$ cat src/rtl/deser_pkg.sv
// Shared types and constants for the serial deserializer.
package deser_pkg;

  // Frame state: IDLE holds no bits, SHIFT holds 1..WIDTH-1 bits of a partial word.
  typedef enum logic [0:0] {
    ST_IDLE  = 1'b0,
    ST_SHIFT = 1'b1
  } deser_state_e;

  // Default word width.
  localparam int unsigned DESER_W = 8;

  // Bit counter width: enough to hold values 0..width.
  function automatic int unsigned cnt_width(input int unsigned width);
    return $clog2(width + 1);
  endfunction

endpackage

$ cat src/rtl/deser_bitcnt.sv
// Bit counter for the deserializer: counts accepted bits within a word, restarts on sync,
// and flags the terminal count (WIDTH-1 bits already held).
module deser_bitcnt
  import deser_pkg::*;
#(
  parameter int unsigned WIDTH = DESER_W
) (
  input  logic clk_i,
  input  logic clr_i,
  input  logic sync_i,
  input  logic en_i,
  output logic tc_o
);

  localparam int unsigned CntW = cnt_width(WIDTH);
  localparam logic [CntW-1:0] CntLast = CntW'(WIDTH - 1);

  logic [CntW-1:0] cnt_q, cnt_d;

  assign tc_o = (cnt_q == CntLast);

  // Next count: sync restarts (counting a coincident bit as bit 0), completion wraps to 0.
  always_comb begin
    cnt_d = cnt_q;
    if (sync_i) begin
      cnt_d = en_i ? CntW'(1) : '0;
    end else if (en_i) begin
      cnt_d = tc_o ? '0 : cnt_q + CntW'(1);
    end
  end

  // Count register with asynchronous clear.
  always_ff @(posedge clk_i or posedge clr_i) begin
    if (clr_i) begin
      cnt_q <= '0;
    end else begin
      cnt_q <= cnt_d;
    end
  end

endmodule

$ cat src/rtl/serial_deser.sv
// Serial-in, parallel-out deserializer with valid/ack output register and sticky overrun.
module serial_deser
  import deser_pkg::*;
#(
  parameter int unsigned WIDTH     = DESER_W,
  parameter bit          LSB_FIRST = 1'b0
) (
  input  logic             clk_i,
  input  logic             clr_i,
  input  logic             sin_i,
  input  logic             sen_i,
  input  logic             sync_i,
  output logic [WIDTH-1:0] dout_o,
  output logic             dout_vld_o,
  input  logic             dout_ack_i,
  output logic             busy_o,
  output logic             ovr_o,
  input  logic             ovr_clr_i
);

  deser_state_e     state_q;
  logic [WIDTH-1:0] shift_q, shift_d;
  logic [WIDTH-1:0] word_nxt;
  logic [WIDTH-1:0] word_first;
  logic [WIDTH-1:0] dout_q, dout_d;
  logic             vld_q, vld_d;
  logic             ovr_q, ovr_d;
  logic             cnt_tc;
  logic             complete;
  logic             overrun;

  deser_bitcnt #(
    .WIDTH (WIDTH)
  ) u_bitcnt (
    .clk_i  (clk_i),
    .clr_i  (clr_i),
    .sync_i (sync_i),
    .en_i   (sen_i),
    .tc_o   (cnt_tc)
  );

  // Word with the current input bit shifted in, and a fresh word holding only that bit.
  assign word_nxt   = LSB_FIRST ? {sin_i, shift_q[WIDTH-1:1]} : {shift_q[WIDTH-2:0], sin_i};
  assign word_first = LSB_FIRST ? {sin_i, {(WIDTH-1){1'b0}}} : {{(WIDTH-1){1'b0}}, sin_i};

  // A sync in the completing cycle discards the word instead of completing it.
  assign complete = sen_i & ~sync_i & cnt_tc;
  assign overrun  = complete & vld_q & ~dout_ack_i;

  // Frame FSM; busy is a registered decode of the state.
  always_ff @(posedge clk_i or posedge clr_i) begin
    if (clr_i) begin
      state_q <= ST_IDLE;
    end else if (sync_i) begin
      state_q <= sen_i ? ST_SHIFT : ST_IDLE;
    end else if (sen_i) begin
      state_q <= cnt_tc ? ST_IDLE : ST_SHIFT;
    end
  end

  assign busy_o = (state_q == ST_SHIFT);

  // Shift register next state; cleared after completion so each word starts from zero.
  always_comb begin
    shift_d = shift_q;
    if (sync_i) begin
      shift_d = sen_i ? word_first : '0;
    end else if (sen_i) begin
      shift_d = cnt_tc ? '0 : word_nxt;
    end
  end

  // Output register and handshake: load when empty or being consumed, else drop and flag.
  always_comb begin
    dout_d = dout_q;
    vld_d  = vld_q;
    if (complete) begin
      if (!vld_q || dout_ack_i) begin
        dout_d = word_nxt;
        vld_d  = 1'b1;
      end
    end else if (vld_q && dout_ack_i) begin
      vld_d = 1'b0;
    end
  end

  // Sticky overrun; a new overrun wins over a coincident clear.
  always_comb begin
    ovr_d = ovr_q;
    if (overrun) begin
      ovr_d = 1'b1;
    end else if (ovr_clr_i) begin
      ovr_d = 1'b0;
    end
  end

  // Datapath registers with asynchronous clear.
  always_ff @(posedge clk_i or posedge clr_i) begin
    if (clr_i) begin
      shift_q <= '0;
      dout_q  <= '0;
      vld_q   <= 1'b0;
      ovr_q   <= 1'b0;
    end else begin
      shift_q <= shift_d;
      dout_q  <= dout_d;
      vld_q   <= vld_d;
      ovr_q   <= ovr_d;
    end
  end

  assign dout_o     = dout_q;
  assign dout_vld_o = vld_q;
  assign ovr_o      = ovr_q;

endmodule
$ cat config.mk
export PLATFORM = sky130hd
export DESIGN_NAME = serial_deser
export DESIGN_NICKNAME = d
export VERILOG_FILES = /design/src/rtl/deser_pkg.sv /design/src/rtl/deser_bitcnt.sv /design/src/rtl/serial_deser.sv
export SDC_FILE = /design/constraint.sdc
export NUM_CORES = 1
export LEC_CHECK = 0
export CORE_MARGIN = 3
export CORE_UTILIZATION = 40
export DETAILED_ROUTE_END_ITERATION = 10
export PLACE_DENSITY = 0.73
export SLEW_MARGIN = 10
export SYNTH_ARGS = -nofsm -noshare
export SYNTH_HDL_FRONTEND = slang
export SYNTH_SLANG_ARGS = --single-unit
$ cat constraint.sdc
create_clock -name clk_i -period 1.9 [get_ports clk_i]
set_clock_uncertainty 0.15 [all_clocks]
set_input_delay 0.19 -clock clk_i [delete_from_list [all_inputs] [get_ports clk_i]]
set_output_delay 0.19 -clock clk_i [all_outputs]
set_load 0.03 [all_outputs]
======== Yosys cells after proc, flatten, opt, wreduce, memory -nomap -nowiden ========
Index checks and enable logic that the tools add are counted.
operators by class
  add/sub/neg operators ................... 1
  multipliers ............................. 0
  divide/modulo/power cells ............... 0
  magnitude comparators ................... 0
  equal/unequal tests ..................... 2
  shifts and indexed selects .............. 0
  mux-type cells .......................... 17
  bitwise logic cells ..................... 6
  reductions and logical operators ........ 8
operator list
  kind                 number
  $mux 7               3
  $mux 4               3
  $mux 1               11
  $reduce_bool 2->1    3
  $add 4x1->4 const B  1
  $and 1x1->1          4
  $eq 4x3->1 const B   1
  $reduce_and 2->1     2
  $ne 2x1->1 const B   1
  $not 1->1            2
  $logic_and 1x1->1    1
  $logic_not 1->1      1
  $logic_or 1x1->1     1
word-level totals
  register bits after elaboration ......... 22
  bits in latches ......................... 0
  bits in writable memories ............... 0
  memory bits (read-only) ................. 0
  input bits .............................. 7
  output and inout bits ................... 11
  word-level logic and storage cells ...... 40
  memories ................................ 0

======== Logic depth before layout (Yosys ltp) ========
Gate-level depths: netlist of the first run.
  word-level depth ........................ 6
  depth in mapped cells ................... 4
  mapped depth without buffers ............ 4

======== Cells and area by module ========
A second synthesis of the first run with hierarchy kept.
unflattened totals
  cell total of the unflattened synthesis .. 78
  area, all modules ....................... 987.2 um^2
by module, submodules not included
  module        times used  cells each  area an instance (um^2)  sequential area each (um^2)
  serial_deser  1           58          765.7                    450.4
  deser_bitcnt  1           20          221.5                    100.1

======== Worst setup path after synthesis of the first run ========
Ideal clock, no wire load.
  kind .................................... reg2reg
  start ................................... reg u_bitcnt.cnt_q[0]
  end ..................................... reg dout_q[0], in the netlist dout_o[0]
  setup time .............................. 0.125 ns
  arrival time ............................ 1.307 ns
  required time ........................... 1.625 ns
  setup slack ............................. 0.318 ns
  stages on the path, launching flop included .. 5
  path buffers ............................ 0
  period minus slack after synthesis ...... 1.582 ns
  cells stage by stage .................... dfrtp_1 -> ha_1 -> nor3b_2 -> nand4_2 -> mux2_2
between the ends
  word-level cells in the longest chain between the ends .. 3
ends and longest elaborated chain
  element                            RTL line             text
  start: declaration                 deser_bitcnt.sv:18   logic [CntW-1:0] cnt_q, cnt_d;
  start signal: assignment           deser_bitcnt.sv:37   cnt_q <= cnt_d;
  $eq 4x3->1                         deser_bitcnt.sv:20   assign tc_o = (cnt_q == CntLast);
  $and 1x1->1                        serial_deser.sv:47   assign complete = sen_i & ~sync_i & cnt_tc;
  $reduce_and 2->1 (no source line)  -
  end signal: assignment             serial_deser.sv:106  dout_q <= dout_d;
  end: declaration                   serial_deser.sv:25   logic [WIDTH-1:0] dout_q, dout_d;
No other way between the ends.
A chain may end at the register's enable or synchronous reset.

======== Worst setup path in the final report of the first run ========
  start ................................... reg u_bitcnt.cnt_q[0]
  end ..................................... reg dout_q[1], in the netlist dout_o[1]
Same word-level chain as after synthesis.

==> reports/summary.txt, run 1 <==
first-pass GRT wire length = 2.732 mm
largest family of logic cells by synthesized area = simple AND/OR/NAND/NOR gates
CTS root buf = clkbuf_4
synthesized flop and latch total = 22
critical path data required time = 1.95 ns
Syn Area/Cell = 11.82 um^2
Clock Latency Late Sink = 0.30 ns
post-synthesis cell count = 79
antenna violations before repair = 0
register area share after synthesis = 58.98%
Area Overhead vs Synth = 28.15%
max-cap violations = 0
CTS Hold Bufs = 0
FF+latch area = 550.5 um^2
TNS Setup = 0 ns
area leader, netlist = dfrtp_1
post-synth cell types = 23
die area = 2949 um^2
largest net degree at the start of global routing = 23
RSZ-0062 raised after global routing = no
CTS Sinks = 22
Slew Limit Headroom = 78.19%
ranking of synthesized cells by area = dfrtp_1 59%, mux2_2 9.7%, nand2b_1 4.7%
Post-CTS Setup Bufs = 0
Layout Cells excl Fill = 127
Final Util = 57.45%
area of the multi-input gates = 367.9 um^2
status = finished, final reports clean
Resized cells post-CTS = 0
GR Util All Layers = 13.36%
drt initial violations = 13
gpl congestion = 0.8051
xor/xnor share of the synthesized area = 0.9383%
total length of routed wires = 1.647 mm
post-synthesis mux area share = 10.72%
Worst Setup Start Kind = register
Slowest-stage cell, CP = dfrtp_1
Pre-Repair DR Iteration Count = 4
Ports = 18
IO Port Bufs = 17
Largest stage delay, worst path = 0.41 ns
vias = 655
Synth top area share = 58.98%
DRC = 0
HP Class = input port to async pin
Slew @ Worst Pin = 0.3262 ns
fillers = 181
Max H-tree Level = 1
Max VDD drop = 0.0004520 V
worst path cell trace = ha_1, nor3b_2, nand4_4, mux2_2
Post-layout nets = 109
Chip Width = 54.31 um
Adder-Cell Fraction of Synth Area = 1.340%
Final Cycle Share = 90.91%
Leakage = 0.0005402 uW
Syn. warnings = 0
die height = 54.31 um
Num CTS Buffers = 3
core area = 2082 um^2
Final Max Tran Viols = 0
Mapped Area = 933.4 um^2
crit path kind = register to register
Synthesized Nets = 87
critical path peak fanout = 8
DR WL/cell = 12.97 um
hpwl dp = 1.198 mm
Final Hold Vio Count = 0
clk buf depth = 2
Placement Cell Area = 1151 um^2
CP endpoint kind = register
# diodes = 0
top achievable clock speed = 0.5789 GHz
Inst Count DP = 123
pwr/cell area = 689.6 nW/um^2
vias in the first global route = 640
via-per-instance ratio = 5.157
post-synthesis simple-gate area fraction = 19.03%
post-route cell area = 1196 um^2
row count = 16
Worst Path Arrival = 1.77 ns
# setup viols final = 0
Routed Antenna Nets = 0
Clock transition at path regs = 0.12 ns
min Tclk post-route = 1.727 ns
Initial Utilization = 44.83%
gr ovfl total = 0
Compound-Gate Fraction of Synth Area = 6.434%
layout cells sized above 1 = 21.00%
clock tree from TritonCTS = built
==> per-stage QoR <==
step,hold slack (ns),total power [uW],worst slack [ns]
floorplan,0.02923,547.7,0.3178
global placement,0.3394,580.2,0.1406
CTS,0.05352,839.9,0.08474
finish,0.05494,824.8,0.1727
global route,0.06584,870.6,0.05124
detailed placement,0.3434,583.2,0.09937
==> layout by cell type (no fill, tap or decap), types with 2 or more instances in the layout <==
| cell | count |
|---|---|
| clkdlybuf4s50_1 | 17 |
| buf_4 | 4 |
| inv_1 | 2 |
| mux2_2 | 8 |
| clkbuf_4 | 3 |
| dfrtp_1 | 22 |
| nor2_1 | 3 |
| nand2_1 | 5 |
| nand2b_1 | 7 |
| a21oi_1 | 7 |
| nand3_1 | 8 |
==> cells in the mapped netlist (all sizes together) <==
| cell type | number |
|---|---|
| dfrtp | 22 |
| mux2 | 8 |
| nand3 | 8 |
| a21oi | 7 |
| nand2b | 7 |
| nand2 | 5 |
| clkbuf | 4 |
| nor2 | 3 |
| inv | 2 |
| nand3b | 2 |
| nand4 | 2 |
| a22o | 1 |
| a32o | 1 |
| ha | 1 |
| mux2i | 1 |
| nor3b | 1 |
| o22ai | 1 |
| or2 | 1 |
| or3 | 1 |
| xor2 | 1 |
==> cells by family (layout without fill, tap and decap cells) <==
logic type / after synthesis / after routing
AO/OA/AOI/OAI: 10 / 10
AND/OR/NAND/NOR: 30 / 30
XOR/XNOR: 1 / 1
flip-flops: 22 / 22
buffers and inverters: 6 / 27
multiplexers: 9 / 9
adder cells (fa/ha/maj): 1 / 1
==> state kept, by name (all words and copies together), names as in the netlist <==
register        cells
dout_o              8
shift_q             7
u_bitcnt.cnt_q      4
busy_o              1
dout_vld_o          1
ovr_o               1
==> power breakdown <==
part           total, uW  switching (uW)  internal, uW
clock network        251             134           117
registers            493            11.7           481
logic               81.0            42.4          38.6
==> critical path: cells and delay by family (launching register included) <==
family                   cells  cell delay (ns)
AND/OR/NAND/NOR              2             0.51
flip-flops                   1             0.41
multiplexers                 1             0.32
adder cells (fa/ha/maj)      1             0.24
==> final timing paths <==
path,slack [ns],cells past startpoint,startpoint,endpoint
min in group clk_i,0.29,2,ovr_clr_i,ovr_o
max reg2reg,0.17,4,u_bitcnt.cnt_q[0],dout_o[1]
max,0.17,4,u_bitcnt.cnt_q[0],dout_o[1]
max in group asynchronous,1.33,3,clr_i,u_bitcnt.cnt_q[0]
min reg2reg,0.37,1,dout_o[7],dout_o[7]
min,0.05,3,clr_i,dout_o[7]
==> final cells by class <==
class,count,area share (%)
multi-input cells,51,30.75
well taps,27,2.824
inverters,2,0.6276
clock buffers,4,3.033
flip-flops and latches,22,46.02
repair buffers,21,16.74
==> per-layer routing <==
layer | vias up | global-route usage [%] | wire (um)
li1 | 315 | - | -
met1 | 323 | 15.03 | 711
met2 | 15 | 22.51 | 848
met3 | 2 | 5.995 | 77
met4 | 0 | 4.149 | 10
met5 | - | 0 | 0
(Power assumes the default switching activity.)
==> run 2, diff against run 1 <==
- REMOVE_ABC_BUFFERS: not set -> 1
- clock period: 1.9 -> 1.7 ns (I/O delays scaled with it)
==> reports/summary.txt, run 2 (synthesis gave the netlist of run 1 again) <==
Final Hold Slack = 0.09253 ns
CP delay by family, top = simple AND/OR/NAND/NOR gates
row count = 16
DRC = 0
Layout Cells excl Fill = 129
pwr/cell area = 718.9 nW/um^2
commonest non-fill, non-tap cell in the layout = dfrtp_1
gpl congestion = 0.8240
HP Class = input port to async pin
GR Util All Layers = 13.41%
max reg flops = 8
RSZ-0062 raised after global routing = yes
Chip Width = 54.31 um
Clock Latency Late Sink = 0.29 ns
layout cells sized above 1 = 23.53%
via-per-instance ratio = 5.085
CTS Sinks = 22
Routed Antenna Nets = 0
Slowest-stage cell, CP = dfrtp_1
CP bufs+invs = 0
CP endpoint kind = register
Tot Pwr = 876.2 uW
Ports = 18
top achievable clock speed = 0.6055 GHz
R2R setup slack = 0.05 ns
Final Cycle Share = 97.14%
critical path peak fanout = 8
Num CTS Buffers = 3
gr ovfl total = 0
CTS root buf = clkbuf_4
drt initial violations = 6
Final Max Tran Viols = 0
DR WL/cell = 12.79 um
crit path kind = register to register
worst path cell trace = ha_2, nor3b_4, nand4_4, mux2_2
clk buf depth = 2
Worst Path Arrival = 1.69 ns
hpwl dp = 1.246 mm
Slew @ Worst Pin = 0.3196 ns
core area = 2082 um^2
Max VDD drop = 0.0005289 V
status = finished, final reports clean
vias = 656
first-pass GRT wire length = 2.773 mm
Clock transition at path regs = 0.11 ns
Final Util = 58.53%
IO Port Bufs = 17
Area Overhead vs Synth = 30.56%
antenna violations before repair = 0
Leakage = 0.0005639 uW
Initial Utilization = 44.83%
die height = 54.31 um
min Tclk post-route = 1.651 ns
# diodes = 0
max-cap violations = 0
Worst Setup Start Kind = register
total length of routed wires = 1.650 mm
most frequent cells in the layout = 22 x dfrtp_1, 15 x clkdlybuf4s50_1, 8 x nand3_1, 8 x mux2_2
vias in the first global route = 663
Inst Count DP = 125
Max H-tree Level = 1
fillers = 177
critical path data required time = 1.74 ns
largest net degree at the start of global routing = 23
Final Hold Vio Count = 0
Pre-Repair DR Iteration Count = 4
die area = 2949 um^2
Post-layout nets = 112
Largest stage delay, worst path = 0.41 ns
Slew Limit Headroom = 78.66%
# setup viols final = 0
clock tree from TritonCTS = built
-- run 2: cell count changes in the layout (fill, tap and decap cells not counted) --
cell             delta
dlymetal6s2s_1      +2
clkdlybuf4s50_1     -2
ha_2                +1
nor3b_4             +1
ha_1                -1
buf_4               +3
clkbuf_8            -1
nor3b_2             -1
-- run 2: where the power goes --
part,switching [uW],leakage [uW],internal [uW]
logic,51.2,0.000251,52.4
registers,13.0,0.000299,538
clock network,139,0.0000138,82.4
-- run 2: path summary, 6_finish.rpt --
kind                                   start                 to  depth (start not counted)
hold / removal                         clr_i  u_bitcnt.cnt_q[0]                          3
setup / recovery           u_bitcnt.cnt_q[0]          dout_o[7]                          4
min in group clk_i                 ovr_clr_i              ovr_o                          2
max in group asynchronous              clr_i         dout_vld_o                          3
setup reg to reg           u_bitcnt.cnt_q[0]          dout_o[7]                          4
hold reg to reg                    dout_o[6]          dout_o[6]                          1
-- run 2: repair_timing --
action | in CTS | in global routing
pin swaps | 0 | 1
setup buffers | 0 | 1
hold buffers | 0 | 0
endpoints found under the setup margin | 8 | 11
gates resized for setup | 1 | 4
-- run 2: worst min-delay path, stage by stage --
cell,delay (ns)
clkdlybuf4s50_1,0.42
inv_1,0.07
buf_4,0.28
-- run 2: final cells by class --
cell class | count | area, um^2 | share of cell area, %
sequential | 22 | 550.5 | 45.17
multi-input combinational | 51 | 376.6 | 30.90
timing repair buffer | 24 | 227.7 | 18.69
tap | 27 | 33.78 | 2.772
clock buffer | 3 | 22.52 | 1.848
inverter | 2 | 7.507 | 0.6160
-- run 2: per-stage QoR --
step                      worst slack [ns]  TNS [ns]  area, um^2
after floorplan                     0.1172         0       917.1
after global placement            -0.04510   -0.2675        1166
after detailed placement          -0.06734   -0.5091        1166
after CTS                         0.007691         0        1197
after global routing              -0.05430   -0.4028        1219
final                              0.04859         0        1219
-- run 2: routing by layer --
metal	GRT usage [%]	part of all wire, %	routed length (um)	up-vias
li1	-	-	-	326
met1	16.41	44	718	318
met2	22.11	52	853	10
met3	2.452	4.1	68	2
met4	7.469	0.61	10	0
met5	0	0	0	-
